--- src/rtl/spi_arb_pkg.sv ---
// Shared types and helpers for the SPI master arbiter.
// Holds the arbiter state encoding and the grant/ID width function.
// Used by spi_master_arbiter and spi_arb_id_fifo.
package spi_arb_pkg;

  // Arbiter states: IDLE searches for a winner, BURST locks onto it.
  typedef enum logic {
    IDLE  = 1'b0,
    BURST = 1'b1
  } arb_state_t;

  // Width of a requester index; never narrower than one bit.
  function automatic int id_width(input int n);
    return (n <= 2) ? 1 : $clog2(n);
  endfunction

endpackage

--- src/rtl/spi_arb_id_fifo.sv ---
// Small FIFO of requester IDs awaiting an SPI response.
// Latency: a pushed entry is visible at pop_dat the cycle after the push.
// Backpressure: push ignored while full, pop ignored while empty.
module spi_arb_id_fifo #(
  parameter int W     = 2,
  parameter int DEPTH = 4
) (
  input  logic         clk,
  input  logic         reset,
  input  logic         push,
  input  logic [W-1:0] push_dat,
  input  logic         pop,
  output logic [W-1:0] pop_dat,
  output logic         full,
  output logic         empty
);

  localparam int AW = (DEPTH > 1) ? $clog2(DEPTH) : 1;
  localparam logic [AW-1:0] LAST_IDX = AW'(DEPTH - 1);
  localparam logic [AW:0]   FULL_CNT = (AW + 1)'(DEPTH);

  logic [W-1:0]  mem [DEPTH];
  logic [AW-1:0] wr_ptr;
  logic [AW-1:0] rd_ptr;
  logic [AW:0]   count;
  logic          do_push;
  logic          do_pop;

  // Explicit wrap keeps non-power-of-two depths safe as well.
  function automatic logic [AW-1:0] next_ptr(input logic [AW-1:0] p);
    return (p == LAST_IDX) ? '0 : p + AW'(1);
  endfunction

  assign full    = (count == FULL_CNT);
  assign empty   = (count == '0);
  assign do_push = push & ~full;
  assign do_pop  = pop & ~empty;
  assign pop_dat = mem[rd_ptr];

  // Storage array; contents are don't-care while empty, so no reset.
  always_ff @(posedge clk) begin
    if (do_push) begin
      mem[wr_ptr] <= push_dat;
    end
  end

  // Pointers and occupancy; simultaneous push and pop leaves count unchanged.
  always_ff @(posedge clk or negedge reset) begin
    if (!reset) begin
      wr_ptr <= '0;
      rd_ptr <= '0;
      count  <= '0;
    end else begin
      if (do_push) begin
        wr_ptr <= next_ptr(wr_ptr);
      end
      if (do_pop) begin
        rd_ptr <= next_ptr(rd_ptr);
      end
      case ({do_push, do_pop})
        2'b10:   count <= count + (AW + 1)'(1);
        2'b01:   count <= count - (AW + 1)'(1);
        default: count <= count;
      endcase
    end
  end

endmodule

--- src/rtl/spi_master_arbiter.sv ---
// Round-robin burst arbiter sharing one SPI master; routes responses back in order.
// Latency: grant one cycle after request seen, words then pass combinationally; responses pass combinationally.
// Backpressure: spi_rdy/out_rdy propagate straight through; stalls when ID FIFO full. Watchdog under SPI_ARB_TIMEOUT_EN.
module spi_master_arbiter
  import spi_arb_pkg::*;
#(
  parameter int NREQ = 3,
  parameter int DW   = 32,
  parameter int IDQ  = 4
`ifdef SPI_ARB_TIMEOUT_EN
  ,
  parameter int TMO  = 64
`endif
) (
  input  logic                          clk,
  input  logic                          reset,
  input  logic [NREQ-1:0]               req_val,
  input  logic [NREQ-1:0]               req_last,
  input  logic [NREQ*DW-1:0]            req_msg,
  output logic [NREQ-1:0]               req_rdy,
  output logic                          spi_val,
  input  logic                          spi_rdy,
  output logic [DW-1:0]                 spi_msg,
  input  logic                          rsp_val,
  output logic                          rsp_rdy,
  input  logic [DW-1:0]                 rsp_msg,
  output logic [NREQ-1:0]               out_val,
  input  logic [NREQ-1:0]               out_rdy,
  output logic [DW-1:0]                 out_msg,
  output logic [id_width(NREQ)-1:0]     grant_id
`ifdef SPI_ARB_TIMEOUT_EN
  ,
  output logic                          timeout_err
`endif
);

  localparam int GW = id_width(NREQ);
  typedef logic [GW-1:0] gid_t;

  arb_state_t state_q, state_d;
  gid_t       ptr_q, ptr_d;
  gid_t       gnt_q, gnt_d;

  logic       push;
  logic       pop;
  logic       idq_full;
  logic       idq_empty;
  gid_t       idq_head;

  logic [DW-1:0] req_word [NREQ];

`ifdef SPI_ARB_TIMEOUT_EN
  localparam int TW = (TMO > 2) ? $clog2(TMO) : 1;
  logic [TW-1:0] tmo_cnt_q, tmo_cnt_d;
  logic          tmo_fire;
  logic          tmo_err_q;
`endif

  for (genvar i = 0; i < NREQ; i++) begin : g_word
    assign req_word[i] = req_msg[i*DW +: DW];
  end

  // First valid requester strictly after p, wrapping modulo NREQ.
  function automatic gid_t rr_pick(input logic [NREQ-1:0] v, input gid_t p);
    gid_t w;
    gid_t c;
    logic f;
    w = '0;
    f = 1'b0;
    for (int i = 1; i <= NREQ; i++) begin
      c = gid_t'((int'(p) + i) % NREQ);
      if (!f && v[c]) begin
        f = 1'b1;
        w = c;
      end
    end
    return w;
  endfunction

  assign spi_msg  = req_word[gnt_q];
  assign grant_id = gnt_q;
  assign out_msg  = rsp_msg;

  // Grant FSM: pick a winner in IDLE, pass only that requester during BURST.
  always_comb begin
    state_d = state_q;
    ptr_d   = ptr_q;
    gnt_d   = gnt_q;
    spi_val = 1'b0;
    req_rdy = '0;
    push    = 1'b0;
`ifdef SPI_ARB_TIMEOUT_EN
    tmo_cnt_d = tmo_cnt_q;
    tmo_fire  = 1'b0;
`endif
    case (state_q)
      IDLE: begin
`ifdef SPI_ARB_TIMEOUT_EN
        tmo_cnt_d = '0;
`endif
        if (|req_val) begin
          gnt_d   = rr_pick(req_val, ptr_q);
          state_d = BURST;
        end
      end
      BURST: begin
        spi_val        = req_val[gnt_q] & ~idq_full;
        req_rdy[gnt_q] = spi_rdy & ~idq_full;
        push           = spi_val & spi_rdy;
        if (push && req_last[gnt_q]) begin
          ptr_d   = gnt_q;
          state_d = IDLE;
        end
`ifdef SPI_ARB_TIMEOUT_EN
        // Idle cycles of the granted requester count towards the watchdog.
        if (push) begin
          tmo_cnt_d = '0;
        end else if (!req_val[gnt_q]) begin
          if (tmo_cnt_q == TW'(TMO - 1)) begin
            tmo_cnt_d = '0;
            tmo_fire  = 1'b1;
            ptr_d     = gnt_q;
            state_d   = IDLE;
          end else begin
            tmo_cnt_d = tmo_cnt_q + TW'(1);
          end
        end
`endif
      end
      default: begin
        state_d = IDLE;
      end
    endcase
  end

  // Arbiter state; ptr starts at NREQ-1 so requester 0 wins first.
  always_ff @(posedge clk or negedge reset) begin
    if (!reset) begin
      state_q <= IDLE;
      ptr_q   <= gid_t'(NREQ - 1);
      gnt_q   <= '0;
    end else begin
      state_q <= state_d;
      ptr_q   <= ptr_d;
      gnt_q   <= gnt_d;
    end
  end

`ifdef SPI_ARB_TIMEOUT_EN
  assign timeout_err = tmo_err_q;

  // Watchdog counter and sticky error flag; only reset clears the flag.
  always_ff @(posedge clk or negedge reset) begin
    if (!reset) begin
      tmo_cnt_q <= '0;
      tmo_err_q <= 1'b0;
    end else begin
      tmo_cnt_q <= tmo_cnt_d;
      if (tmo_fire) begin
        tmo_err_q <= 1'b1;
      end
    end
  end
`endif

  // Response steering: the oldest outstanding ID owns the response channel.
  always_comb begin
    out_val = '0;
    rsp_rdy = 1'b0;
    if (!idq_empty) begin
      out_val[idq_head] = rsp_val;
      rsp_rdy           = out_rdy[idq_head];
    end
  end

  assign pop = rsp_val & rsp_rdy;

  spi_arb_id_fifo #(
    .W     (GW),
    .DEPTH (IDQ)
  ) u_id_fifo (
    .clk      (clk),
    .reset    (reset),
    .push     (push),
    .push_dat (gnt_q),
    .pop      (pop),
    .pop_dat  (idq_head),
    .full     (idq_full),
    .empty    (idq_empty)
  );

endmodule

--- config.mk ---
export PLATFORM = sky130hd
export DESIGN_NAME = spi_master_arbiter
export DESIGN_NICKNAME = d
export VERILOG_FILES = /design/src/rtl/spi_arb_pkg.sv /design/src/rtl/spi_arb_id_fifo.sv /design/src/rtl/spi_master_arbiter.sv
export SDC_FILE = /design/constraint.sdc
export NUM_CORES = 1
export LEC_CHECK = 0
export CORE_ASPECT_RATIO = 0.8
export CORE_MARGIN = 2
export CORE_UTILIZATION = 32
export CTS_CLUSTER_SIZE = 8
export DETAILED_ROUTE_END_ITERATION = 6
export MAX_ROUTING_LAYER = met4
export PLACE_DENSITY = 0.88
export RECOVER_POWER = 100
export SLEW_MARGIN = 10
export SYNTH_ARGS = -nofsm -noshare
export SYNTH_HDL_FRONTEND = slang
export SYNTH_SLANG_ARGS = --single-unit
--- constraint.sdc ---
create_clock -name clk -period 4.5 [get_ports clk]
set_clock_uncertainty 0.15 [all_clocks]
set_input_delay 0.45 -clock clk [delete_from_list [all_inputs] [get_ports clk]]
set_output_delay 0.45 -clock clk [all_outputs]
set_load 0.005 [all_outputs]
==> results.sh, run 1 <==
export IMPL_synth_seq_cells=20
export IMPL_clk_pin_slew_ns=0.07
export IMPL_antenna_found_initial=0
export IMPL_final_common_cell="clkdlybuf4s50_1"
export IMPL_synthCells=244
export IMPL_first_global_vias=2086
export IMPL_h_tree_depth=1
export IMPL_period_share_pct=73.7
export IMPL_drt_total_wl_mm=7.17
export IMPL_path_max_fanout=24
export IMPL_place_gp_congestion=0.851
export IMPL_min_from="ptr_q[0]"
export IMPL_yosysSeqAreaShare_pct=26.2
export IMPL_fmax_mhz=302
export IMPL_tightest_slew_ns=0.883
export IMPL_viasPerCell=4.81
export IMPL_cts_setup_buffers=0
export IMPL_setup_viol=0
export IMPL_start_util_pct=32.8
export IMPL_grt_ovfl_total=0
export IMPL_cts_hold_buf=0
export IMPL_area_delta_synth_final_pct=67.8
export IMPL_switchingPower_uw=740
export IMPL_r2r_start="grant_id[1]"
export IMPL_swShare_pct=41.1
export IMPL_drv_cap=0
export IMPL_drc=0
export IMPL_power_density_nw_per_um2=519
export IMPL_end_kind="output port"
export IMPL_pwr_share_seq_pct=20.0
export IMPL_core_area_um2=6310
export IMPL_grt_usage_pct=19.2
export IMPL_yosysUniqueCellTypes=38
export IMPL_min_path_cells=1
export IMPL_grt_pass1_wl_mm=10.5
export IMPL_mostFrequentLayoutCells="clkdlybuf4s50_1, dlygate4sd3_1, mux2i_1, nand2_1, o21ai_0"
export IMPL_antenna_left=0
export IMPL_cts_buffers=3
export IMPL_pwr_share_comb_pct=70.1
export IMPL_die_area_um2=7130
export IMPL_intPower_mw=1.06
export IMPL_num_rows=26
export IMPL_status="finished clean"
export IMPL_die_w_um=93.9
export IMPL_critPathLaunchType="register"
export IMPL_worstSetupPathType="reg2out"
export IMPL_port_buffers=150
export IMPL_ir_drop_v=0.000260
export IMPL_cts_resized=0
export IMPL_drt_iter0_drc=41
export IMPL_cp_required_ns=3.90
export IMPL_syn_num_nets=394
export IMPL_r2r_slack_ns=1.49
export IMPL_hold_class="reg2reg"
export IMPL_hold_violations=0
export IMPL_diodes=0
export IMPL_die_height_um=76.0
export IMPL_reg2reg_to="u_id_fifo.count[2]"
export IMPL_clock_latency_ns=0.26
export IMPL_io_pins=215
export IMPL_power_leakage_nw=1.38
export IMPL_dpl_hpwl_mm=5.87
export IMPL_finalNetCount=508
export IMPL_hold_end="ptr_q[0]"
export IMPL_cts_sinks=20
export IMPL_clkPwrFrac_pct=9.8
export IMPL_num_vias=2121
export IMPL_maxSlewHeadroom_pct=41.1
export IMPL_drv_slew=0
export IMPL_period_minus_slack_ns=3.32
export IMPL_netlist_area_um2=2070
export IMPL_cts_buffer_depth=2
export IMPL_drive_gt1_share_pct=3.08
export IMPL_drtPass1Iterations=4
export IMPL_cts_tree="built"
export IMPL_yosysWarnings=0
export IMPL_rsz0062_at_grt="no"
export IMPL_arrival_ns=2.72
export IMPL_wl_per_cell_um=16.3
export IMPL_root_buffer="clkbuf_8"
export IMPL_holdWs_ns=0.416
export IMPL_synth_area_per_cell_um2=8.49
export IMPL_r2r_cells=10
export IMPL_fin_setup_tns_ns=0
export IMPL_grt_max_degree=44
-- critical path, stage by stage (launching register included) --
cell           delay, ns
dfrtp_1             0.92
buf_4               0.51
mux2i_1             0.13
o21ai_0             0.27
dlygate4sd3_1       0.62
-- layer usage --
metal / share of wire, % / wire length (µm) / up-vias / global-route usage [%]
met3: 7.3 / 521 / 10 / 5.17
li1: - / - / 1036 / -
met4: 1.8 / 130 / 0 / 4.78
met2: 50 / 3610 / 76 / 33.9
met5: 0 / 0 / - / -
met1: 41 / 2910 / 999 / 21.4
-- worst max-delay path by stage --
stage	cells after the start	slack (ns)	endpoint	start
floorplan	10	1.93	u_id_fifo.count[2]	u_id_fifo.rd_ptr[0]
global placement	5	1.64	spi_val	req_val[2]
detailed placement	11	1.53	u_id_fifo.count[2]	req_val[2]
CTS	4	1.49	spi_msg[10]	grant_id[1]
global route	4	0.95	spi_val	grant_id[1]
finish	4	1.18	spi_msg[10]	grant_id[1]
-- registers in the layout (all words and copies together) (netlist names) --
name              cells
u_id_fifo.count       3
u_id_fifo.rd_ptr      2
ptr_q                 2
grant_id              2
u_id_fifo.wr_ptr      2
u_id_fifo.mem         8
state_q               1
-- cells by family after synthesis --
kind of cell	Yosys count	synth area share (%)
fa+ha+maj	10	6.28
compound gates	48	13.4
xor+xnor	3	1.27
flops	20	26.2
simple gates	63	14.0
buf+inv	57	16.3
mux	43	22.7
-- Yosys cell counts, drive strengths merged --
cell | n | area share, %
mux2i | 36 | 17
o21ai | 35 | 8.5
nor2 | 7 | 1.3
nor3 | 4 | 0.97
xor2 | 2 | 0.85
buf | 36 | 13
o2bb2ai | 2 | 0.85
a21boi | 1 | 0.36
nand2 | 36 | 6.5
edfxtp | 8 | 12
a31o | 1 | 0.42
fa | 1 | 0.97
o221ai | 1 | 0.42
mux4 | 2 | 2.4
maj3 | 1 | 0.48
inv | 13 | 2.4
ha | 8 | 4.8
clkbuf | 8 | 1.5
nor4b | 1 | 0.72
a21oi | 4 | 1.1
dfrtp | 11 | 13
nand3 | 4 | 0.97
nor3b | 3 | 1.1
dfstp | 1 | 1.3
and3 | 5 | 1.5
nor2b | 1 | 0.30
mux2 | 5 | 2.9
xnor2 | 1 | 0.42
o31ai | 3 | 1.3
o21a | 1 | 0.36
and2 | 2 | 0.60
-- stage by stage --
stage / util (%) / power, mW / std cells / setup slack (ns) / cell area, µm²
after CTS: 55.2 / 1.92 / 441 / 1.49 / 3490
after detailed placement: 54.1 / 1.73 / 437 / 1.53 / 3410
after global routing: 55.1 / 1.95 / 441 / 0.945 / 3470
after floorplan: - / 1.04 / 244 / 1.93 / 2070
final: 55.1 / 1.80 / 441 / 1.18 / 3470
after global placement: 54.1 / 1.70 / 437 / 1.64 / 3410
-- area by class of cell --
cell class              instances  area, µm²
repair buffers                153       1520
clock buffers                   3       41.3
clock inverters                 1       30.0
fillers                       583       2840
flip-flops and latches         20        542
multi-input cells             167       1180
well taps                      84        105
inverters                      13       48.8
-- power groups by stage --
stage	Sequential (mW)	Clock, mW	Combinational (mW)
after floorplan	0.326	0	0.712
after global placement	0.360	0	1.34
after detailed placement	0.368	0	1.36
after CTS	0.364	0.181	1.37
after global routing	0.375	0.191	1.38
final	0.361	0.177	1.26
(Power assumes the default switching activity.)
==> run 2, diff against run 1 <==
--- a/config.mk
+++ b/config.mk
@@ -7,11 +7,11 @@
 export LEC_CHECK = 0
 export CORE_ASPECT_RATIO = 0.8
 export CORE_MARGIN = 2
-export CORE_UTILIZATION = 32
+export CORE_UTILIZATION = 27
 export CTS_CLUSTER_SIZE = 8
 export DETAILED_ROUTE_END_ITERATION = 6
 export MAX_ROUTING_LAYER = met4
-export PLACE_DENSITY = 0.88
+export PLACE_DENSITY = 0.79
 export RECOVER_POWER = 100
 export SLEW_MARGIN = 10
 export SYNTH_ARGS = -nofsm -noshare
==> constraint.sdc (replaced) <==
create_clock -name clk -period 2.7 [get_ports clk]
set_clock_uncertainty 0.15 [all_clocks]
set_input_delay 0.27 -clock clk [delete_from_list [all_inputs] [get_ports clk]]
set_output_delay 0.27 -clock clk [all_outputs]
set_load 0.005 [all_outputs]
==> run 2 against run 1 <==
First-iteration DRC count rose by 100%. Hold slack got worse by 0.10 ns. Via count rose by 0.42%. Utilization fell by 6.9 points. Register-to-register slack got worse by 1.4 ns. Critical path type is now reg2reg. Wire length fell by 4.3%. Critical path depth rose by 6. Critical endpoint is now u_id_fifo.count[2]. Sequential power rose by 56%. Largest cell class unchanged. Die area rose by 18%.
==> results.sh, run 2 (synthesized netlist as in run 1, its figures left out) <==
export IMPL_pwr_share_comb_pct=73.0
export IMPL_arrival_ns=2.67
export IMPL_diodes=0
export IMPL_ir_drop_v=0.000560
export IMPL_grt_ovfl_total=0
export IMPL_area_delta_synth_final_pct=72.6
export IMPL_viasPerCell=4.56
export IMPL_power_leakage_nw=1.38
export IMPL_period_minus_slack_ns=2.64
export IMPL_cts_buffer_depth=2
export IMPL_status="finished clean"
export IMPL_end_kind="register"
export IMPL_core_area_um2=7430
export IMPL_clkPwrFrac_pct=9.2
export IMPL_tightest_slew_ns=0.836
export IMPL_grt_max_degree=43
export IMPL_hold_class="in2async"
export IMPL_fmax_mhz=379
export IMPL_num_rows=28
export IMPL_fin_setup_tns_ns=0
export IMPL_worstSetupStartpoint="u_id_fifo.rd_ptr[0]"
export IMPL_cp_num_buf_inv=2
export IMPL_drt_total_wl_mm=6.86
export IMPL_path_max_fanout=5
export IMPL_die_height_um=82.3
export IMPL_cp_required_ns=2.73
export IMPL_rsz0062_at_grt="yes"
export IMPL_drive_gt1_share_pct=6.91
export IMPL_antenna_left=0
export IMPL_switchingPower_mw=1.22
export IMPL_die_w_um=102
export IMPL_clk_pin_slew_ns=0.07
export IMPL_drv_cap=0
export IMPL_mostFrequentLayoutCells="clkdlybuf4s50_1, mux2i_1, nand2_1"
export IMPL_largest_reg_flops=8
export IMPL_h_tree_depth=1
export IMPL_crit_slowest_cell="mux4_2"
export IMPL_cts_buffers=3
export IMPL_swShare_pct=38.4
export IMPL_intPower_mw=1.95
export IMPL_cts_tree="built"
export IMPL_r2r_cells=10
export IMPL_power_density_nw_per_um2=888
export IMPL_io_pins=215
export IMPL_dpl_hpwl_mm=5.55
export IMPL_root_buffer="clkbuf_8"
export IMPL_design_area_um2=3570
export IMPL_reg_top3="u_id_fifo.mem: 8 flops, u_id_fifo.count: 3 flops"
export IMPL_cp_depth=10
export IMPL_die_area_um2=8390
export IMPL_top_register="u_id_fifo.mem"
export IMPL_crit_family="multiplexers"
export IMPL_cp_cell_sequence="mux4_2 -> nor4b_4 -> a21oi_4 -> inv_2 -> ha_4 -> inv_1 -> fa_2 -> xor2_1 -> nor2_1 -> xor2_1"
export IMPL_slowest_delay_ns=0.59
export IMPL_num_vias=2130
export IMPL_finalNetCount=513
export IMPL_critPathLaunchType="register"
export IMPL_hold_violations=0
export IMPL_worstSetupPathType="reg2reg"
export IMPL_drc=0
export IMPL_place_gp_congestion=0.780
export IMPL_clock_latency_ns=0.25
export IMPL_start_util_pct=27.9
export IMPL_placed_cell_area_um2=3470
export IMPL_pwr_share_seq_pct=17.7
export IMPL_setup_viol=0
export IMPL_grt_pass1_wl_mm=9.64
export IMPL_worst_path_most_repeated_cell="xor2_1"
export IMPL_drt_iter0_drc=82
export IMPL_first_global_vias=2008
export IMPL_final_common_cell="clkdlybuf4s50_1"
export IMPL_drv_slew=0
export IMPL_wl_per_cell_um=14.7
export IMPL_drtPass1Iterations=4
export IMPL_period_share_pct=97.6
export IMPL_cts_sinks=20
export IMPL_grt_usage_pct=14.8
export IMPL_port_buffers=150
export IMPL_r2r_start="u_id_fifo.rd_ptr[0]"
export IMPL_fillerInstances=733
export IMPL_maxSlewHeadroom_pct=44.3
export IMPL_antenna_found_initial=0
## run 2: layer usage
layer | routed length (µm) | GRT usage, % | up-vias | share of wire, %
met5 | 0 | - | - | 0
met4 | 6 | 1.87 | 0 | 0.087
met3 | 680 | 4.12 | 2 | 9.9
met2 | 3410 | 25.9 | 109 | 50
met1 | 2770 | 17.5 | 969 | 40
li1 | - | - | 1050 | -
## run 2: final timing paths
kind | endpoint | slack [ns]
max in group asynchronous | u_id_fifo.rd_ptr[0] | 1.65
worst min register to register | ptr_q[0] | 0.39
min in group clk | out_msg[1] | 0.39
worst min-delay path | ptr_q[0] | 0.32
worst max-delay path | u_id_fifo.count[2] | 0.06
worst max register to register | u_id_fifo.count[2] | 0.06
## run 2: area by class of cell
type	count	area [µm²]	share of cell area, %
inverter	13	48.8	1.37
tap	105	131	3.68
sequential	20	544	15.2
clock inverter	1	30.0	0.840
clock buffer	3	41.3	1.16
timing repair buffer	158	1560	43.6
multi-input combinational	167	1220	34.2
## run 2: power by group through the flow
stage / Clock, mW / Combinational, mW / Sequential, mW
floorplan: 0 / 1.19 / 0.543
global placement: 0 / 2.24 / 0.556
detailed placement: 0 / 2.30 / 0.565
CTS: 0.299 / 2.33 / 0.563
global route: 0.314 / 2.55 / 0.581
finish: 0.292 / 2.32 / 0.563
## run 2: what timing repair did
action | 4_1_cts | 5_1_grt
pin swaps | 0 | 3
buffers inserted | 1 | 0
endpoints found under the setup margin | 2 | 3
gates resized for setup | 2 | 7
hold buffers | 0 | 0
## run 2: stage by stage
stage	utilization [%]	setup WS (ns)	total power, mW	std cells	hold slack [ns]
after global placement	46.7	0.0549	2.80	462	0.367
after CTS	47.8	0.0372	3.19	467	0.268
after detailed placement	46.7	-0.0169	2.87	462	0.385
after floorplan	-	0.133	1.73	244	-0.176
final	48.1	0.0637	3.18	467	0.316
after global routing	48.1	-0.0694	3.44	467	0.362
==> variant, RTL diff (settings of run 1) <==
`NREQ`: 3 -> 2.
--- a/src/rtl/spi_master_arbiter.sv
+++ b/src/rtl/spi_master_arbiter.sv
@@ -4,7 +4,7 @@
 module spi_master_arbiter
   import spi_arb_pkg::*;
 #(
-  parameter int NREQ = 3,
+  parameter int NREQ = 2,
   parameter int DW   = 32,
   parameter int IDQ  = 4
 `ifdef SPI_ARB_TIMEOUT_EN
Ports: changed (7 resized); port bits go from 215 to 177. The function was not compared with the original's and may differ.
==> variant against run 1 <==
Core utilization rose by 1.9 points. Synthesized area fell by 33%. Critical path depth fell by 1. Wire length fell by 34%. Non-clock buffer count fell by 39. Worst setup slack got worse by 0.24 ns. Design area fell by 32%. Sequential cell count fell by 6. Power fell by 43%. Synthesized cell count fell by 43%. Critical endpoint is now spi_msg[8].
==> variant: results (changes against run 1) <==
Status -> finished, final reports clean
Global-route wire length before repair -> 7020 um (-33%)
Place WS -> 1.69 ns (+0.157 ns)
R2r setup slk -> 1.54 ns (+0.05 ns)
WL met2 -> 2460 um (-32%)
Hold path startpoint -> u_id_fifo.count[2]$_DFFE_PN0P_
Gr usage total -> 0.196 (+0.00443)
DRT met1 WL -> 1780 um (-39%)
Port Buffers -> 112 (-25%)
Cell Area, Placed -> 2340 sq um (-31%)
Detailed router's first-iteration violation count -> 68 (+66%)
Met3 routed WL -> 469 um (-10%)
Critical Path AT -> 2.96 ns (+0.24 ns)
Total Nets Final -> 334 (-34%)
Postcts setup bufs -> 0 (unchanged)
P_leak -> 0.000946 uW (-31%)
Routed len/inst -> 17.0 um (+4.7%)
EDFF count, synth -> 4 (-4)
Largest cells by area after synthesis -> mux2_2, buf_4, dfrtp_1, edfxtp_1, ha_1
CP endpoint -> spi_msg[8]
Synth unique cells -> 31 (-18%)
Largest net degree at the start of global routing -> 26 (-41%)
DP Wirelength -> 4010 um (-32%)
Slowest CP cell -> clkbuf_1
Synth async-reset ratio -> 0.714 (+0.114)
Via count -> 1273 (-40%)
Biggest regs -> u_id_fifo.mem x4, u_id_fifo.count x3
Sequential share of the synthesized area -> 0.266 (+0.00450)
GR Util met1 -> 0.225 (+0.0112)
Met3 Resource Use GR -> 0.0630 (+0.0113)
FMAX -> 281 MHz (-6.8%)
Slew headroom -> 0.225 (-0.186)
Met2 Use GR -> 0.332 (-0.00667)
Syn nets -> 252 (-36%)
Worst-Skew Late Latency -> 0.24 ns (-0.02 ns)
Routability cong. -> 0.912 (+7.2%)
Maximum VDD drop -> 197 uV (-24%)
Ys Warns -> 0 (unchanged)
CTS Buf Count -> 3 (unchanged)
Layout cells sized above 1 -> 0.168 (+0.137)
Crit path from -> grant_id$_DFFE_PN0P_
Critical path peak fanout -> 25 (+4.2%)
H-tree depth -> 1 (unchanged)
Vias in the first global route -> 1350 (-35%)
Synth cell count leaders -> buf_4, mux2_2, dfrtp_1, nor2_1, inv_1
Min Tclk post-route -> 3.56 ns (+0.243 ns)
## variant: report_power, final
part / internal (uW) / leakage [uW] / total [uW] / switching, uW
logic: 423 / 0.000772 / 664 / 241
clock network: 62.5 / 0.0000228 / 107 / 44.4
registers: 188 / 0.000151 / 254 / 66.4
total: 673 / 0.000946 / 1020 / 352
## variant: area by class of cell
class,instances,area (sq um)
Timing Repair Buffer,114,1130
Clock buffer,4,45.0
Sequential cell,14,372
Multi-Input combinational cell,81,736
Fill cell,361,1800
Inverter,7,26.3
Tap cell,57,71.3
## variant: worst max-delay path: cells and delay by family, from the launching register on
| kind | cells | cell delay, ns |
|---|---|---|
| buf+inv | 2 | 1.49 |
| mux | 1 | 0.41 |
| flops | 1 | 0.79 |
## variant: worst min path at each step
stage | end | cells past startpoint
2_1_floorplan | grant_id$_DFFE_PN0P_ | 0
3_3_place_gp | u_id_fifo.count[2]$_DFFE_PN0P_ | 1
3_5_place_dp | u_id_fifo.count[2]$_DFFE_PN0P_ | 1
4_1_cts | u_id_fifo.count[2]$_DFFE_PN0P_ | 1
5_1_grt | u_id_fifo.count[2]$_DFFE_PN0P_ | 1
6_report | u_id_fifo.count[2]$_DFFE_PN0P_ | 1
## variant: cell families (layout without fill, tap and decap cells)
logic type               after synthesis  in the layout  synth area share
XOR/XNOR                               3              3            0.0188
adder cells (fa/ha/maj)                7              7            0.0681
flip-flops                            14             14             0.266
AND/OR/NAND/NOR                       26             26            0.0941
multiplexers                          38             38             0.312
AO/OA/AOI/OAI                          7              7            0.0341
buffers and inverters                 44            125             0.207
## variant: per-stage QoR
step           total power (uW)  cells  hold slack (ns)
2_1_floorplan               623    139          0.00441
3_3_place_gp                942    273            0.326
3_5_place_dp                956    273            0.324
4_1_cts                    1070    277            0.333
5_1_grt                    1110    277            0.380
6_report                   1020    277            0.346
